[src/rtl/vga_sync_gen_pkg.sv]
// Default 640x480@60 timing constants and colour codes shared by
// the sync generator and the card renderers.
package vga_timing_pkg;

    localparam int unsigned H_VISIBLE = 640;
    localparam int unsigned H_FRONT   = 16;
    localparam int unsigned H_SYNC    = 96;
    localparam int unsigned H_BACK    = 48;
    localparam int unsigned V_VISIBLE = 480;
    localparam int unsigned V_FRONT   = 10;
    localparam int unsigned V_SYNC    = 2;
    localparam int unsigned V_BACK    = 33;
    localparam int unsigned CLK_DIV   = 2;

    localparam int unsigned H_TOTAL      = H_VISIBLE + H_FRONT + H_SYNC + H_BACK;
    localparam int unsigned V_TOTAL      = V_VISIBLE + V_FRONT + V_SYNC + V_BACK;
    localparam int unsigned H_SYNC_START = H_VISIBLE + H_FRONT;
    localparam int unsigned H_SYNC_END   = H_SYNC_START + H_SYNC;
    localparam int unsigned V_SYNC_START = V_VISIBLE + V_FRONT;
    localparam int unsigned V_SYNC_END   = V_SYNC_START + V_SYNC;

    typedef logic [9:0] cnt_t;
    typedef logic [2:0] rgb_t;

    localparam rgb_t RGB_BLACK = 3'b000;
    localparam rgb_t RGB_RED   = 3'b100;

endpackage

[src/rtl/vga_sync_gen_if.sv]
// Raster bus between the timing generator (master) and the renderers /
// DAC side (slave).
interface vga_sync_gen_if;
    import vga_timing_pkg::*;

    cnt_t HCount;
    cnt_t VCount;
    logic video_on;
    logic pixel_tick;
    logic frame_tick;
    logic hsync;
    logic vsync;
    rgb_t rgb_in;
    rgb_t rgb_out;

    modport master (
        output HCount, VCount, video_on, pixel_tick, frame_tick,
        output hsync, vsync, rgb_out,
        input  rgb_in
    );

    modport slave (
        input  HCount, VCount, video_on, pixel_tick, frame_tick,
        input  hsync, vsync, rgb_out,
        output rgb_in
    );

endinterface

[src/rtl/vga_sync_gen_pix_tick_gen.sv]
// Board-clock to pixel-rate divider; strobes once every CLK_DIV clocks.
module pix_tick_gen #(
    parameter int unsigned CLK_DIV = 2
) (
    input  logic clk,
    input  logic rst_n,
    output logic pixel_tick
);

    localparam int unsigned DIV_W = (CLK_DIV > 1) ? $clog2(CLK_DIV) : 1;
    localparam logic [DIV_W-1:0] DIV_LAST = DIV_W'(CLK_DIV - 1);

    logic [DIV_W-1:0] r_div;

    always_ff @(posedge clk or negedge rst_n) begin
        if (!rst_n) begin
            r_div <= '0;
        end else if (r_div == DIV_LAST) begin
            r_div <= '0;
        end else begin
            r_div <= r_div + 1'b1;
        end
    end

    // Gated by reset so a CLK_DIV=1 divider does not strobe while held.
    assign pixel_tick = rst_n && (r_div == DIV_LAST);

endmodule

[src/rtl/vga_sync_gen.sv]
// VGA raster counters, sync windows and blanking output stage; sync and
// colour share one register stage so they leave with zero skew.
module vga_sync_gen #(
    parameter int unsigned H_VISIBLE = vga_timing_pkg::H_VISIBLE,
    parameter int unsigned H_FRONT   = vga_timing_pkg::H_FRONT,
    parameter int unsigned H_SYNC    = vga_timing_pkg::H_SYNC,
    parameter int unsigned H_BACK    = vga_timing_pkg::H_BACK,
    parameter int unsigned V_VISIBLE = vga_timing_pkg::V_VISIBLE,
    parameter int unsigned V_FRONT   = vga_timing_pkg::V_FRONT,
    parameter int unsigned V_SYNC    = vga_timing_pkg::V_SYNC,
    parameter int unsigned V_BACK    = vga_timing_pkg::V_BACK,
    parameter int unsigned CLK_DIV   = vga_timing_pkg::CLK_DIV
) (
    input logic            clk,
    input logic            rst_n,
    vga_sync_gen_if.master bus
);
    import vga_timing_pkg::*;

    localparam cnt_t H_LAST   = cnt_t'(H_VISIBLE + H_FRONT + H_SYNC + H_BACK - 1);
    localparam cnt_t V_LAST   = cnt_t'(V_VISIBLE + V_FRONT + V_SYNC + V_BACK - 1);
    localparam cnt_t H_VIS    = cnt_t'(H_VISIBLE);
    localparam cnt_t V_VIS    = cnt_t'(V_VISIBLE);
    localparam cnt_t HS_START = cnt_t'(H_VISIBLE + H_FRONT);
    localparam cnt_t HS_END   = cnt_t'(H_VISIBLE + H_FRONT + H_SYNC);
    localparam cnt_t VS_START = cnt_t'(V_VISIBLE + V_FRONT);
    localparam cnt_t VS_END   = cnt_t'(V_VISIBLE + V_FRONT + V_SYNC);

    logic w_pixel_tick;
    logic w_h_last;
    logic w_v_last;
    logic w_video_on;
    logic w_hs_active;
    logic w_vs_active;

    cnt_t r_hcount;
    cnt_t r_vcount;
    logic r_started;
    logic r_hsync;
    logic r_vsync;
    rgb_t r_rgb;

    pix_tick_gen #(.CLK_DIV(CLK_DIV)) u_pix_tick (
        .clk        (clk),
        .rst_n      (rst_n),
        .pixel_tick (w_pixel_tick)
    );

    assign w_h_last    = (r_hcount == H_LAST);
    assign w_v_last    = (r_vcount == V_LAST);
    // Blank until the first pixel strobe has moved the counters off reset.
    assign w_video_on  = r_started && (r_hcount < H_VIS) && (r_vcount < V_VIS);
    assign w_hs_active = (r_hcount >= HS_START) && (r_hcount < HS_END);
    assign w_vs_active = (r_vcount >= VS_START) && (r_vcount < VS_END);

    always_ff @(posedge clk or negedge rst_n) begin
        if (!rst_n) begin
            r_hcount  <= '0;
            r_vcount  <= '0;
            r_started <= 1'b0;
        end else if (w_pixel_tick) begin
            r_started <= 1'b1;
            if (w_h_last) begin
                r_hcount <= '0;
                r_vcount <= w_v_last ? '0 : r_vcount + 1'b1;
            end else begin
                r_hcount <= r_hcount + 1'b1;
            end
        end
    end

    always_ff @(posedge clk or negedge rst_n) begin
        if (!rst_n) begin
            r_hsync <= 1'b1;
            r_vsync <= 1'b1;
            r_rgb   <= RGB_BLACK;
        end else begin
            r_hsync <= !w_hs_active;
            r_vsync <= !w_vs_active;
            r_rgb   <= w_video_on ? bus.rgb_in : RGB_BLACK;
        end
    end

    assign bus.HCount     = r_hcount;
    assign bus.VCount     = r_vcount;
    assign bus.video_on   = w_video_on;
    assign bus.pixel_tick = w_pixel_tick;
    assign bus.frame_tick = w_pixel_tick && w_h_last && w_v_last;
    assign bus.hsync      = r_hsync;
    assign bus.vsync      = r_vsync;
    assign bus.rgb_out    = r_rgb;

endmodule

[src/flat_wrapper.sv]
// flat-port wrapper written by rule: the top's interface ports become plain ports
module vga_sync_gen_flat import vga_timing_pkg::*;
#(
    parameter int unsigned H_VISIBLE = vga_timing_pkg::H_VISIBLE,
    parameter int unsigned H_FRONT   = vga_timing_pkg::H_FRONT,
    parameter int unsigned H_SYNC    = vga_timing_pkg::H_SYNC,
    parameter int unsigned H_BACK    = vga_timing_pkg::H_BACK,
    parameter int unsigned V_VISIBLE = vga_timing_pkg::V_VISIBLE,
    parameter int unsigned V_FRONT   = vga_timing_pkg::V_FRONT,
    parameter int unsigned V_SYNC    = vga_timing_pkg::V_SYNC,
    parameter int unsigned V_BACK    = vga_timing_pkg::V_BACK,
    parameter int unsigned CLK_DIV   = vga_timing_pkg::CLK_DIV
)
  (clk, rst_n, bus_HCount, bus_VCount, bus_video_on, bus_pixel_tick, bus_frame_tick, bus_hsync, bus_vsync, bus_rgb_out, bus_rgb_in);
  vga_sync_gen_if bus_i ();
  input logic clk;
  input logic rst_n;
  output wire logic [$bits(bus_i.HCount)-1:0] bus_HCount;
  output wire logic [$bits(bus_i.VCount)-1:0] bus_VCount;
  output wire logic [$bits(bus_i.video_on)-1:0] bus_video_on;
  output wire logic [$bits(bus_i.pixel_tick)-1:0] bus_pixel_tick;
  output wire logic [$bits(bus_i.frame_tick)-1:0] bus_frame_tick;
  output wire logic [$bits(bus_i.hsync)-1:0] bus_hsync;
  output wire logic [$bits(bus_i.vsync)-1:0] bus_vsync;
  output wire logic [$bits(bus_i.rgb_out)-1:0] bus_rgb_out;
  input wire logic [$bits(bus_i.rgb_in)-1:0] bus_rgb_in;
  assign bus_HCount = bus_i.HCount;
  assign bus_VCount = bus_i.VCount;
  assign bus_video_on = bus_i.video_on;
  assign bus_pixel_tick = bus_i.pixel_tick;
  assign bus_frame_tick = bus_i.frame_tick;
  assign bus_hsync = bus_i.hsync;
  assign bus_vsync = bus_i.vsync;
  assign bus_rgb_out = bus_i.rgb_out;
  assign bus_i.rgb_in = bus_rgb_in;
  vga_sync_gen #(.H_VISIBLE(H_VISIBLE), .H_FRONT(H_FRONT), .H_SYNC(H_SYNC), .H_BACK(H_BACK), .V_VISIBLE(V_VISIBLE), .V_FRONT(V_FRONT), .V_SYNC(V_SYNC), .V_BACK(V_BACK), .CLK_DIV(CLK_DIV)) u_core (.clk(clk), .rst_n(rst_n), .bus(bus_i));
endmodule
[config.mk]
export PLATFORM = sky130hd
export DESIGN_NAME = vga_sync_gen_flat
export DESIGN_NICKNAME = d
export VERILOG_FILES = /design/src/rtl/vga_sync_gen_pkg.sv /design/src/rtl/vga_sync_gen_if.sv /design/src/rtl/vga_sync_gen_pix_tick_gen.sv /design/src/rtl/vga_sync_gen.sv /design/src/flat_wrapper.sv
export SDC_FILE = /design/constraint.sdc
export NUM_CORES = 1
export LEC_CHECK = 0
export BUFFER_PORTS_ARGS = -buffer_cell sky130_fd_sc_hd__buf_4
export CORE_ASPECT_RATIO = 1.75
export CORE_MARGIN = 8
export CORE_UTILIZATION = 36
export CTS_CLUSTER_SIZE = 16
export DETAILED_ROUTE_END_ITERATION = 8
export SLEW_MARGIN = 0
export SYNTH_ARGS = -nofsm -noshare
export SYNTH_HDL_FRONTEND = slang
export SYNTH_SLANG_ARGS = --single-unit
[constraint.sdc]
create_clock -name clk -period 2.25 [get_ports clk]
set_input_delay 0.45 -clock clk [delete_from_list [all_inputs] [get_ports clk]]
set_output_delay 0.45 -clock clk [all_outputs]
set_load 0.05 [all_outputs]
### Word level (Yosys, flattened, before mapping)

Index checks and enable logic that the tools add are counted.

| storage, ports and cells | value |
|---|---|
| RAM bits | 0 |
| bits of input ports | 5 |
| latch bits | 0 |
| memories | 0 |
| output and inout bits | 28 |
| ROM bits | 0 |
| logic and storage cells | 32 |
| bits in registers | 27 |

| cells by class | value |
|---|---|
| reduce and logical (&&, ||, !) cells | 10 |
| multiplexer cells | 4 |
| equality and inequality tests | 2 |
| shifts and indexed selects | 0 |
| order comparisons | 6 |
| add/sub/neg operators | 3 |
| bitwise gates (word level) | 0 |
| multipliers | 0 |
| divide/modulo/power cells | 0 |

Operators by type and width:

| operator | count |
|---|---|
| $add A10 B1 Y10 const B | 2 |
| $eq A10 B10 Y1 const B | 2 |
| $lt A10 B10 Y1 const B | 2 |
| $lt A10 B9 Y1 const B | 2 |
| $mux W10 | 2 |
| $ge A10 B10 Y1 const B | 1 |
| $ge A10 B9 Y1 const B | 1 |
| $logic_and A1 B1 Y1 | 7 |
| $mux W3 | 1 |
| $logic_not A1 Y1 | 2 |
| $reduce_and A2 Y1 | 1 |
| $add A1 B1 Y1 const B | 1 |
| $mux W1 | 1 |

### Depth between registers and ports, before layout

| logic depth | value |
|---|---|
| depth after elaboration | 4 |
| mapped depth | 6 |
| gate-level depth less buffers | 6 |

### By module

From an unflattened synthesis, not the netlist that was laid out.

| second synthesis, totals | value |
|---|---|
| cells, all modules | 123 |
| area total of the unflattened synthesis | 1,322.5 um^2 |

By module, submodules not included:

| module | area each (um^2) | seq. area each (um^2) | instances | cells an instance |
|---|---|---|---|---|
| vga_sync_gen | 1,287.5 | 653.1 | 1 | 120 |
| pix_tick_gen | 35.0 | 25.0 | 1 | 3 |

### Least setup slack after synthesis

No wires, ideal clock.

| timing | value |
|---|---|
| kind | reg2out |
| from | register u_core.r_hcount[7], in the netlist u_core.bus.HCount[7] |
| to | output port bus_frame_tick |
| arrival | 2.620 ns |
| stages on the path, launching flop included | 4 |
| slack | -0.820 ns |
| buffers on the path | 0 |
| required time | 1.800 ns |
| path through | dfrtp_1 > or4b_4 > or2_2 > nor3_1 |

| between the ends | value |
|---|---|
| word-level cells in the longest chain between the ends | 3 |

RTL lines:

| what | line | source |
|---|---|---|
| from (decl) | vga_sync_gen.sv:36 | `cnt_t r_hcount;` |
| from (signal assigned) | vga_sync_gen.sv:67 | `r_hcount <= r_hcount + 1'b1;` |
| $eq A10 B10 Y1 | vga_sync_gen.sv:49 | `assign w_h_last = (r_hcount == H_LAST);` |
| $logic_and A1 B1 Y1 (2 in a row) | vga_sync_gen.sv:88 | `assign bus.frame_tick = w_pixel_tick && w_h_last && w_v_last;` |
| to (decl) | flat_wrapper.sv:22 | `output wire logic [$bits(bus_i.frame_tick)-1:0] bus_frame_tick;` |

Every way passes these cells.

### Final worst setup path

| timing | value |
|---|---|
| from | register u_core.r_hcount[6], in the netlist u_core.bus.HCount[6] |
| to | output port bus_frame_tick |

Same word-level chain as after synthesis.

==> results.cfg <==
[cts]
cts_tree = built
clkLatencyLatePin_ps = 270
clockBufferDepth = 2
clock_sinks = 27
root_buffer = clkbuf_8
htree_levels = 1
cts_buffers = 3
path_clk_slew_ps = 90
hold_buffers = 0

[placement]
gp_routability_congestion = 0.797
place_area_um2 = 1680
place_inst = 209
preCtsSetupSlack_ps = 204
port_buffers = 32
hpwl_um = 2490

[floorplan]
start_util = 0.369
fp.coreArea_um2 = 3590
die_h_um = 96.3
rows = 29
io_pins = 33
die_w_um = 61.9
die-area_um2 = 5950

[timing]
setup_ws_ps = -1.95
finalCritPeriodShare = 1.00
slew_violations = 0
skew_ps = 5.95
fmax_mhz = 444
hold_viol = 0
finalSetupViolCount = 1
holdWs_ps = 183
worst_slew_pin_slew_ps = 358
rsz0062_at_grt = yes
fin_crit_ps = 2250
tns_ps = -1.95
max_slew_margin = 0.761

[global_routing]
grt_max_degree = 29
grt_pass1_wl_um = 5370
grt_use_total = 0.117
antenna_found_initial = 0
grt_pass1_vias = 1207
grt_overflow = 0

[power_and_ir_drop]
power_density_nw_per_um2 = 771
pwr-share-clk = 0.202
totalPowerFinal_mw = 1.36
p_sw_frac = 0.383
intPower_mw = 0.840
p_leak_nw = 0.839
max-vdd-ir-drop_uv = 712
netSwitchingPower_mw = 0.521
p_seq_frac = 0.443
combPwrFrac = 0.355

[synthesis]
syn_avg_cell_area_um2 = 10.4
yosysSeqAreaShare = 0.512
synth.area.top_cells = dfrtp_1, xnor2_1, dfstp_2, ha_1, nand4_1
synthCells = 128
synth.most_common_cell = dfrtp_1
yosys_warnings = 0
synth_area_leader_cell = dfrtp_1
yosysUniqueCellTypes = 35
synth_area_um2 = 1330
yosys_most_used_dff = dfrtp_1
synth_top_area_frac = 0.472
synth_edf_count = 0
async_flop_share = 1.00
synth-seq-cells = 27
synth_commonest_cells = dfrtp_1, nand2_1, nand3_1
synth_nets = 137

[route]
wl_um = 3250
first_pass_iters = 4
drcViolationCount = 0
via_per_inst = 5.17
ant_nets = 0
num_vias = 1122
routedWlPerCell_um = 15.0
drt_iter0_drc = 24

[worst_setup_path]
r2r_setup_slack_ps = 270
crit_path_end_kind = output port
path_class = register to output port
arrival_ps = 1800
start_kind = register
worstPathCellList = or4b_4 -> or2_4 -> nor3_4 -> buf_6
cp.required_ps = 1800
path_max_fanout = 2
critPathMaxStageDelay_ps = 540
cpMaxStageDelayCell = or4b_4

[layout]
synthToLayoutAreaGrowth_pct = 33.1
multi_input_area_um2 = 618
drive_gt1_frac = 0.380
num-fill-cells = 342
stdcell_count = 217
final_core_util = 0.491
diodes = 0
final_nets = 181
ff_latch_area_um2 = 689
fin_area_um2 = 1760

[hold_path]
hold_path_class = input port to asynchronous set/reset pin

[status]
violations = negative setup slack
outcome = complete, but fails checks

[job]
cap_violations = 0
worst paths after layout:
kind | startpoint | to | cells after the start
worst max-delay path | u_core.bus.HCount[6]$_DFFE_PN0P_ | bus_frame_tick | 4
worst min-delay path | rst_n | u_core.bus.VCount[3]$_DFFE_PN0P_ | 2
worst max register to register | u_core.bus.HCount[6]$_DFFE_PN0P_ | u_core.bus.VCount[6]$_DFFE_PN0P_ | 6
worst min register to register | u_core.u_pix_tick.r_div$_DFF_PN0_ | u_core.u_pix_tick.r_div$_DFF_PN0_ | 1
max in group asynchronous | rst_n | u_core.bus.hsync$_DFF_PN1_ | 2
min in group clk | bus_rgb_in[0] | u_core.bus.rgb_out[0]$_DFF_PN0_ | 2
layout by cell type, fill, tap and decap left out, types with 2 or more instances in the layout:
| cell type | synthesis | routed |
|---|---|---|
| dfrtp_2 | 0 | 9 |
| nand4_1 | 8 | 8 |
| nand3_1 | 9 | 9 |
| xor2_1 | 3 | 3 |
| and3_1 | 5 | 5 |
| dfstp_2 | 2 | 2 |
| nor3_1 | 5 | 4 |
| buf_4 | 1 | 39 |
| o21ai_0 | 5 | 5 |
| dfrtp_1 | 25 | 16 |
| and2_1 | 4 | 4 |
| ha_1 | 4 | 4 |
| clkbuf_8 | 0 | 3 |
| xnor2_1 | 7 | 7 |
| inv_1 | 8 | 6 |
| nor2_1 | 8 | 8 |
| nand2_1 | 13 | 13 |
| inv_2 | 0 | 2 |
repair_timing:
| action | in CTS | in global routing |
|---|---|---|
| buffers inserted | 4 | 0 |
| setup endpoints to repair | 1 | 1 |
| pin swaps | 2 | 1 |
| gates resized for setup | 1 | 1 |
power groups by stage:
stage	Clock [mW]	Combinational, mW	Sequential [mW]
final	0.274	0.483	0.603
after global routing	0.303	0.514	0.611
after CTS	0.281	0.488	0.603
after detailed placement	0	0.437	0.625
after global placement	0	0.432	0.618
after floorplan	0	0.128	0.783
per-layer routing:
layer	vias to the layer above	track usage	share of wire
li1	535	-	-
met1	555	0.123	0.39
met2	26	0.210	0.54
met3	6	0.0254	0.060
met4	0	0.0516	0.014
met5	-	0	0
state kept, by name (all words and copies together) (netlist names):
signal	cells
u_core.bus.rgb_out	3
u_core.bus.HCount	10
u_core.r_started	1
u_core.bus.hsync	1
u_core.bus.vsync	1
u_core.u_pix_tick.r_div	1
u_core.bus.VCount	10
critical path: cells and delay by family, from the launching register on:
kind | cells | cell delay, ps
buf+inv | 1 | 180
simple gates | 3 | 940
flops | 1 | 410
final cells by class:
type                       count  area share
clock buffer                   4      0.0255
tap                           46      0.0326
timing repair buffer          41       0.184
sequential                    27       0.391
inverter                       8      0.0170
multi-input combinational     91       0.350
kinds of logic after synthesis:
kind of cell / Yosys count / share of synthesized area
xor+xnor: 10 / 0.0661
buf+inv: 10 / 0.0368
flops: 27 / 0.512
compound gates: 14 / 0.0756
fa+ha+maj: 4 / 0.0378
simple gates: 62 / 0.264
mux: 1 / 0.00755
(Power assumes the default switching activity.)
